==> src/rtl/seq_mul_arbiter.sv <==
// ---------------------------------------------------------------------------
// seq_mul_arbiter
//
// Shares one sequential multiplier among NREQ requesters. Requests are
// arbitrated round-robin while the block is idle. The winner's operands are
// latched and then handled in one of two ways:
//   * If either operand is zero, the product is known to be 0. The block
//     answers directly, and gnt and rsp_valid pulse together in one RESP cycle.
//   * Otherwise the operands go to the multiplier with a one-cycle mul_start.
//     The block then waits for mul_done and returns mul_p to the owner.
// A watchdog bounds the wait. If it expires, the owner gets a response with
// rsp_err=1 and rsp_data=0, so a hung multiplier cannot stall the clients.
//
// Ports
//   clk, rst      rising-edge clock; synchronous active-high reset
//   req           per-requester request, held until its gnt bit is seen
//   a_in, b_in    packed operands; requester i uses bits [i*W +: W]
//   gnt           one-hot pulse: request accepted
//   rsp_valid     one-hot pulse: product on rsp_data for that requester
//   rsp_data      2*W-bit product, zero when no rsp_valid bit is high
//   rsp_err       qualifies rsp_valid: watchdog expired, rsp_data is 0
//   mul_start     one-cycle start pulse to the multiplier
//   mul_a, mul_b  operands to the multiplier, held from ISSUE through WAIT
//   mul_done      multiplier completion pulse (honoured only in WAIT)
//   mul_p         multiplier product, sampled in the mul_done cycle
//   busy          high whenever the sequencer is not idle
//
// Parameters
//   NREQ  number of requesters (2..8)
//   W     operand width
//   TMO   watchdog limit in cycles; 0 disables the watchdog
// ---------------------------------------------------------------------------
module seq_mul_arbiter #(
    parameter int NREQ = 4,
    parameter int W    = 16,
    parameter int TMO  = 70000
) (
    input  logic              clk,
    input  logic              rst,
    input  logic [NREQ-1:0]   req,
    input  logic [NREQ*W-1:0] a_in,
    input  logic [NREQ*W-1:0] b_in,
    output logic [NREQ-1:0]   gnt,
    output logic [NREQ-1:0]   rsp_valid,
    output logic [2*W-1:0]    rsp_data,
    output logic              rsp_err,
    output logic              mul_start,
    output logic [W-1:0]      mul_a,
    output logic [W-1:0]      mul_b,
    input  logic              mul_done,
    input  logic [2*W-1:0]    mul_p,
    output logic              busy
);

    // -----------------------------------------------------------------------
    // Local sizing
    // -----------------------------------------------------------------------
    localparam int OW = (NREQ > 1) ? $clog2(NREQ) : 1;  // owner / pointer width
    localparam int CW = (TMO > 2) ? $clog2(TMO) : 1;    // holds 0..TMO-1

    // The response is due once the counter, after this cycle's increment,
    // reaches TMO-1. That puts the RESP cycle TMO cycles after the ISSUE
    // cycle. TMO=1 degenerates to a one-cycle wait.
    localparam logic [CW:0] TMO_LIM = (CW+1)'((TMO >= 2) ? TMO - 1 : 1);

    typedef enum logic [1:0] {
        S_IDLE,
        S_ISSUE,
        S_WAIT,
        S_RESP
    } state_t;

    // -----------------------------------------------------------------------
    // State
    // -----------------------------------------------------------------------
    state_t          state_q,  state_d;
    logic [OW-1:0]   rr_ptr_q, rr_ptr_d;   // first requester to consider
    logic [OW-1:0]   owner_q,  owner_d;    // requester being served
    logic [W-1:0]    a_q,      a_d;
    logic [W-1:0]    b_q,      b_d;
    logic [2*W-1:0]  p_q,      p_d;        // product returned in RESP
    logic            err_q,    err_d;      // watchdog expired
    logic            zero_q,   zero_d;     // answered by the zero shortcut
    logic [CW-1:0]   cnt_q,    cnt_d;      // watchdog counter

    // -----------------------------------------------------------------------
    // Operand unpacking
    // -----------------------------------------------------------------------
    logic [W-1:0] a_arr [NREQ];
    logic [W-1:0] b_arr [NREQ];

    for (genvar g = 0; g < NREQ; g++) begin : g_unpack
        assign a_arr[g] = a_in[g*W +: W];
        assign b_arr[g] = b_in[g*W +: W];
    end

    // -----------------------------------------------------------------------
    // Round-robin winner: first set req bit at or after rr_ptr_q, with wrap.
    // -----------------------------------------------------------------------
    logic          win_found;
    logic [OW-1:0] win_idx;

    always_comb begin
        logic [OW:0] k;  // one spare bit so the wrap comparison cannot overflow
        // NOTE: every variable written here gets a value before any branch;
        // otherwise a path that skips the assignment would infer a latch.
        k         = '0;
        win_found = 1'b0;
        win_idx   = '0;
        for (int i = 0; i < NREQ; i++) begin
            k = {1'b0, rr_ptr_q} + (OW+1)'(i);
            if (k >= (OW+1)'(NREQ)) begin
                k = k - (OW+1)'(NREQ);
            end
            if (!win_found && req[k[OW-1:0]]) begin
                win_found = 1'b1;
                win_idx   = k[OW-1:0];
            end
        end
    end

    // -----------------------------------------------------------------------
    // Watchdog
    // -----------------------------------------------------------------------
    logic [CW:0] cnt_next;
    logic        timeout;

    assign cnt_next = {1'b0, cnt_q} + (CW+1)'(1);
    assign timeout  = (TMO != 0) && (cnt_next >= TMO_LIM);

    // -----------------------------------------------------------------------
    // Next-state logic
    // -----------------------------------------------------------------------
    always_comb begin
        state_d  = state_q;
        rr_ptr_d = rr_ptr_q;
        owner_d  = owner_q;
        a_d      = a_q;
        b_d      = b_q;
        p_d      = p_q;
        err_d    = err_q;
        zero_d   = zero_q;
        cnt_d    = cnt_q;

        unique case (state_q)
            S_IDLE: begin
                if (win_found) begin
                    owner_d = win_idx;
                    a_d     = a_arr[win_idx];
                    b_d     = b_arr[win_idx];
                    p_d     = '0;
                    err_d   = 1'b0;
                    if ((a_arr[win_idx] == '0) || (b_arr[win_idx] == '0)) begin
                        // A zero operand makes the product 0. Skip the multiplier.
                        zero_d  = 1'b1;
                        state_d = S_RESP;
                    end else begin
                        zero_d  = 1'b0;
                        state_d = S_ISSUE;
                    end
                end
            end

            S_ISSUE: begin
                cnt_d   = '0;
                state_d = S_WAIT;
            end

            S_WAIT: begin
                // A real completion wins over an expiry in the same cycle.
                if (mul_done) begin
                    p_d     = mul_p;
                    err_d   = 1'b0;
                    state_d = S_RESP;
                end else if (timeout) begin
                    p_d     = '0;
                    err_d   = 1'b1;
                    state_d = S_RESP;
                end else begin
                    cnt_d = cnt_next[CW-1:0];
                end
            end

            S_RESP: begin
                // Every completion moves the pointer past the served owner,
                // including error and zero-shortcut completions.
                rr_ptr_d = (owner_q == OW'(NREQ - 1)) ? '0 : owner_q + OW'(1);
                state_d  = S_IDLE;
            end

            default: begin
                state_d = S_IDLE;
            end
        endcase
    end

    // -----------------------------------------------------------------------
    // State registers
    // -----------------------------------------------------------------------
    always_ff @(posedge clk) begin
        // NOTE: state is written with non-blocking assignments so that every
        // flop samples the pre-edge values, whatever order the lines appear in.
        if (rst) begin
            state_q  <= S_IDLE;
            rr_ptr_q <= '0;
            owner_q  <= '0;
            // NOTE: the operand and product registers are reset too, not only
            // the control state. mul_a/mul_b are driven straight from them and
            // must read 0 right after reset.
            a_q      <= '0;
            b_q      <= '0;
            p_q      <= '0;
            err_q    <= 1'b0;
            zero_q   <= 1'b0;
            cnt_q    <= '0;
        end else begin
            state_q  <= state_d;
            rr_ptr_q <= rr_ptr_d;
            owner_q  <= owner_d;
            a_q      <= a_d;
            b_q      <= b_d;
            p_q      <= p_d;
            err_q    <= err_d;
            zero_q   <= zero_d;
            cnt_q    <= cnt_d;
        end
    end

    // -----------------------------------------------------------------------
    // Outputs: decoded from registered state only, so they are glitch-free
    // one-cycle pulses aligned to the state they belong to.
    // -----------------------------------------------------------------------
    logic [NREQ-1:0] owner_oh;

    assign owner_oh = NREQ'(1) << owner_q;

    always_comb begin
        gnt       = '0;
        rsp_valid = '0;
        rsp_data  = '0;
        rsp_err   = 1'b0;
        mul_start = 1'b0;

        unique case (state_q)
            S_ISSUE: begin
                gnt       = owner_oh;
                mul_start = 1'b1;
            end
            S_RESP: begin
                rsp_valid = owner_oh;
                rsp_data  = p_q;
                rsp_err   = err_q;
                // The zero shortcut never passes through ISSUE, so its grant
                // is given together with the response.
                if (zero_q) begin
                    gnt = owner_oh;
                end
            end
            default: begin
            end
        endcase
    end

    assign mul_a = a_q;
    assign mul_b = b_q;
    assign busy  = (state_q != S_IDLE);

endmodule

==> config.mk <==
export PLATFORM = sky130hd
export DESIGN_NAME = seq_mul_arbiter
export DESIGN_NICKNAME = d
export VERILOG_FILES = /design/src/rtl/seq_mul_arbiter.sv
export SDC_FILE = /design/constraint.sdc
export NUM_CORES = 1
export LEC_CHECK = 0
export BUFFER_PORTS_ARGS = -buffer_cell sky130_fd_sc_hd__buf_4
export CORE_MARGIN = 2
export CORE_UTILIZATION = 44
export CTS_CLUSTER_SIZE = 40
export DETAILED_ROUTE_END_ITERATION = 8
export PLACE_DENSITY = 0.78
export SLEW_MARGIN = 20
export SYNTH_ARGS = -nofsm -noshare
export SYNTH_HDL_FRONTEND = slang
export SYNTH_SLANG_ARGS = --single-unit
==> constraint.sdc <==
create_clock -name clk -period 2.4 [get_ports clk]
set_input_delay 0.24 -clock clk [delete_from_list [all_inputs] [get_ports clk]]
set_output_delay 0.24 -clock clk [all_outputs]
set_load 0.1 [all_outputs]
==> impl_metrics.json <==
{
  "dp.cells": 1125,
  "global_route_wire_length_before_repair_um": 29500,
  "critPathMaxFanout": 7,
  "finalSetupViolations": 37,
  "final_net_count": 1155,
  "stdcell_count": 1154,
  "cts_buffers": 9,
  "cts_tree": "done",
  "synthTopCellsByArea": "dfxtp_1 32%, a211oi_1 9.1%, and3_1 7.7%",
  "share_of_the_core_filled_with_cells_in_the_final_layout_pct": 72.0,
  "violated_checks": "setup timing",
  "ios": 242,
  "maxSlewHeadroom_pct": 61.6,
  "final_hold_viols": 0,
  "rows": 41,
  "final-max-slew-violation-count": 0,
  "power.leakage_nw": 3.97,
  "antenna_violations_before_repair": 0,
  "synth-edff-count": 0,
  "clock-skew-final_ns": 0.00677,
  "max_clock_freq_mhz": 400,
  "area_delta_synth_final_pct": 61.7,
  "crit_slowest_cell": "o311a_4",
  "power.total_mw": 5.20,
  "hold-worst-slack_ns": 0.133,
  "layout.filler_cells": 931,
  "crit_path_end_kind": "register",
  "clk-insertion-delay-late_ns": 0.35,
  "post_route_cells_drive_above_1_share_pct": 44.3,
  "maximum_number_of_pins_on_one_net_before_global_route_repair": 53,
  "yosys.area.top_type": "dfxtp_1",
  "drt_pre_antenna_iters": 5,
  "syn-instance-count": 711,
  "grt.overflow.total": 0,
  "chipWidth_um": 116,
  "max-cap-violations": 0,
  "area.sequential_mm2": 0.00180,
  "dieArea_mm2": 0.0135,
  "wire_per_inst_um": 17.4,
  "via_count": 6478,
  "cts_sinks": 89,
  "syn_avg_cell_area_um2": 7.81,
  "tightestPinTransition_ns": 0.576,
  "timing.critical_path.required_ns": 2.68,
  "cellPowerDensity_mw_per_mm2": 580,
  "r2r_slack_ns": -0.10,
  "grt_usage_pct": 27.7,
  "chipHeight_um": 116,
  "crit_path_cell_trace": "ha_4, nand3_4, nor4b_2, mux2_4, a32o_1, o311a_4, o22ai_4, o21bai_4, clkbuf_16, mux2i_1",
  "remaining_drc_errors": 0,
  "synth.ff_latch_count": 89,
  "post-route-min-period_ns": 2.50,
  "syn_nets": 889,
  "post-synth-top-count-cell": "nand2_1",
  "share_of_synthesized_flip_flops_with_an_asynchronous_set_or_reset_pct": 0,
  "status": "finished with violations",
  "timing.final.ws_setup_ns": -0.102,
  "globalplace.congestion": 0.925,
  "yosysSeqAreaShare_pct": 32.1,
  "totalWireLength_um": 20100,
  "worstPathArrival_ns": 2.78,
  "netlist-cell-type-count": 61,
  "rsz0062_at_grt": "yes",
  "hold_buffers": 0,
  "cts.root.buffer_cell": "clkbuf_16",
  "synth_top_cells_by_count": "112 x nand2_1, 89 x dfxtp_1, 68 x and3_1, 67 x a211oi_1, 48 x clkbuf_1",
  "final.period_utilization_pct": 104,
  "clk_pin_slew_worst_paths_ns": 0.07,
  "design.core.area_mm2": 0.0125,
  "netlist.area_leader.share_pct": 32.1,
  "dr.first_iter.drc_count": 428,
  "irDropWorstVdd_uv": 370,
  "count_of_inserted_antenna_diode_cells": 0,
  "effective_utilization_at_floorplan_pct": 44.5,
  "placement.setup.worst_slack_ns": -0.345,
  "post_drt_via_cell_ratio": 5.61,
  "combined_area_of_the_multi_input_logic_cells_mm2": 0.00400,
  "antenna_left": 0,
  "maximum_cell_stage_delay_along_the_critical_path_ns": 0.41,
  "place.detailed.hpwl_um": 14300,
  "clock_tree.htree_level_count": 3,
  "yosys_warnings": 0,
  "holdCritPathClass": "in2reg",
  "critical_path.startpoint_type": "register",
  "mappedNetlistArea_mm2": 0.00555,
  "port_buffers": 241,
  "max-clock-path-buffers": 2,
  "first_global_vias": 6063,
  "critical_path_class": "reg2reg",
  "dominantRegCellSynth": "dfxtp_1"
}
==> worst max-delay path, delay by kind of cell, from the launching register on <==
family | cells | cell delay [ns]
and+or+nand+nor | 2 | 0.15
muxes | 2 | 0.44
DFF | 1 | 0.37
buffers and inverters | 1 | 0.24
adders and majority gates | 1 | 0.19
AOI/OAI and AO/OA | 4 | 1.04
==> registers in the layout, indices dropped and copies added, names as in the netlist <==
name	flops
cnt_q	17
rr_ptr_q	2
state_q	2
mul_b	16
p_q	32
mul_a	16
err_q	1
owner_q	2
zero_q	1
==> cell families after synthesis <==
kind of cell / Yosys count / synth area share, %
AND/OR/NAND/NOR: 321 / 30.9
AO/OA/AOI/OAI: 175 / 21.6
flip-flops: 89 / 32.1
buffers and inverters: 74 / 5.66
multiplexers: 35 / 6.33
adder cells (fa/ha/maj): 11 / 2.48
XOR/XNOR: 6 / 0.947
==> layout by cell type (no fill, tap or decap), types with 3 or more instances in the layout <==
cell         n
a31oi_1     13
buf_6        9
nor4_2       3
dfxtp_2      3
and2_1      37
or3_1       33
a211oi_2    32
nor3_1       6
o22ai_1     13
nand4_1      3
a21oi_2      3
ha_1        10
o21ai_1      7
nand3_1      8
buf_12       9
o22ai_2      3
nand2b_1     4
and3_1      67
a21oi_1     41
o211ai_1     3
nor2b_2      4
buf_4      292
a211oi_4     9
dfxtp_4      5
clkbuf_16   14
mux2i_1     34
dfxtp_1     81
a211oi_1    26
inv_1       11
nand2_1    110
nor2_1      17
xor2_1       3
or3_4        3
==> through the flow <==
step / cell area, µm² / setup TNS, ns
5_1_grt: 8970 / -5.47
6_report: 8970 / -1.83
4_1_cts: 8420 / -0.0527
2_1_floorplan: 5660 / -3.87
3_5_place_dp: 8010 / -3.43
3_3_place_gp: 8010 / -0.981
==> routing by layer <==
layer / wire length (µm) / GRT usage (%) / part of all wire (%) / vias up
li1: - / - / - / 3113
met1: 7450 / 32.1 / 37 / 3011
met2: 10600 / 48.9 / 53 / 288
met3: 1320 / 5.29 / 6.6 / 66
met4: 790 / 13.5 / 3.9 / 0
met5: 0 / 0 / 0 / -
==> final timing paths <==
path / startpoint / endpoint / cells after the start
worst max register to register: cnt_q[0] / p_q[14] / 10
worst min register to register: p_q[4] / p_q[4] / 2
worst min-delay path: mul_p[5] / p_q[5] / 3
worst max-delay path: cnt_q[0] / p_q[14] / 10
==> cell type report <==
cell class / instances / share of cell area, %
repair buffers: 317 / 29.3
multi-input cells: 548 / 44.6
well taps: 172 / 2.40
flip-flops and latches: 89 / 20.1
clock buffers: 9 / 2.51
clock inverters: 7 / 0.600
inverters: 12 / 0.502
==> repair_timing <==
action,4_1_cts,5_1_grt
pin swaps,11,24
setup buffers,5,2
setup endpoints to repair,51,50
gates resized for setup,26,84
cloned,1,6
==> power by group <==
group	total [mW]	internal, mW	switching, mW
clock	1.34	0.713	0.626
combinational	2.23	0.809	1.42
sequential	1.64	1.57	0.0682
total	5.20	3.09	2.11
(Power assumes the default switching activity.)
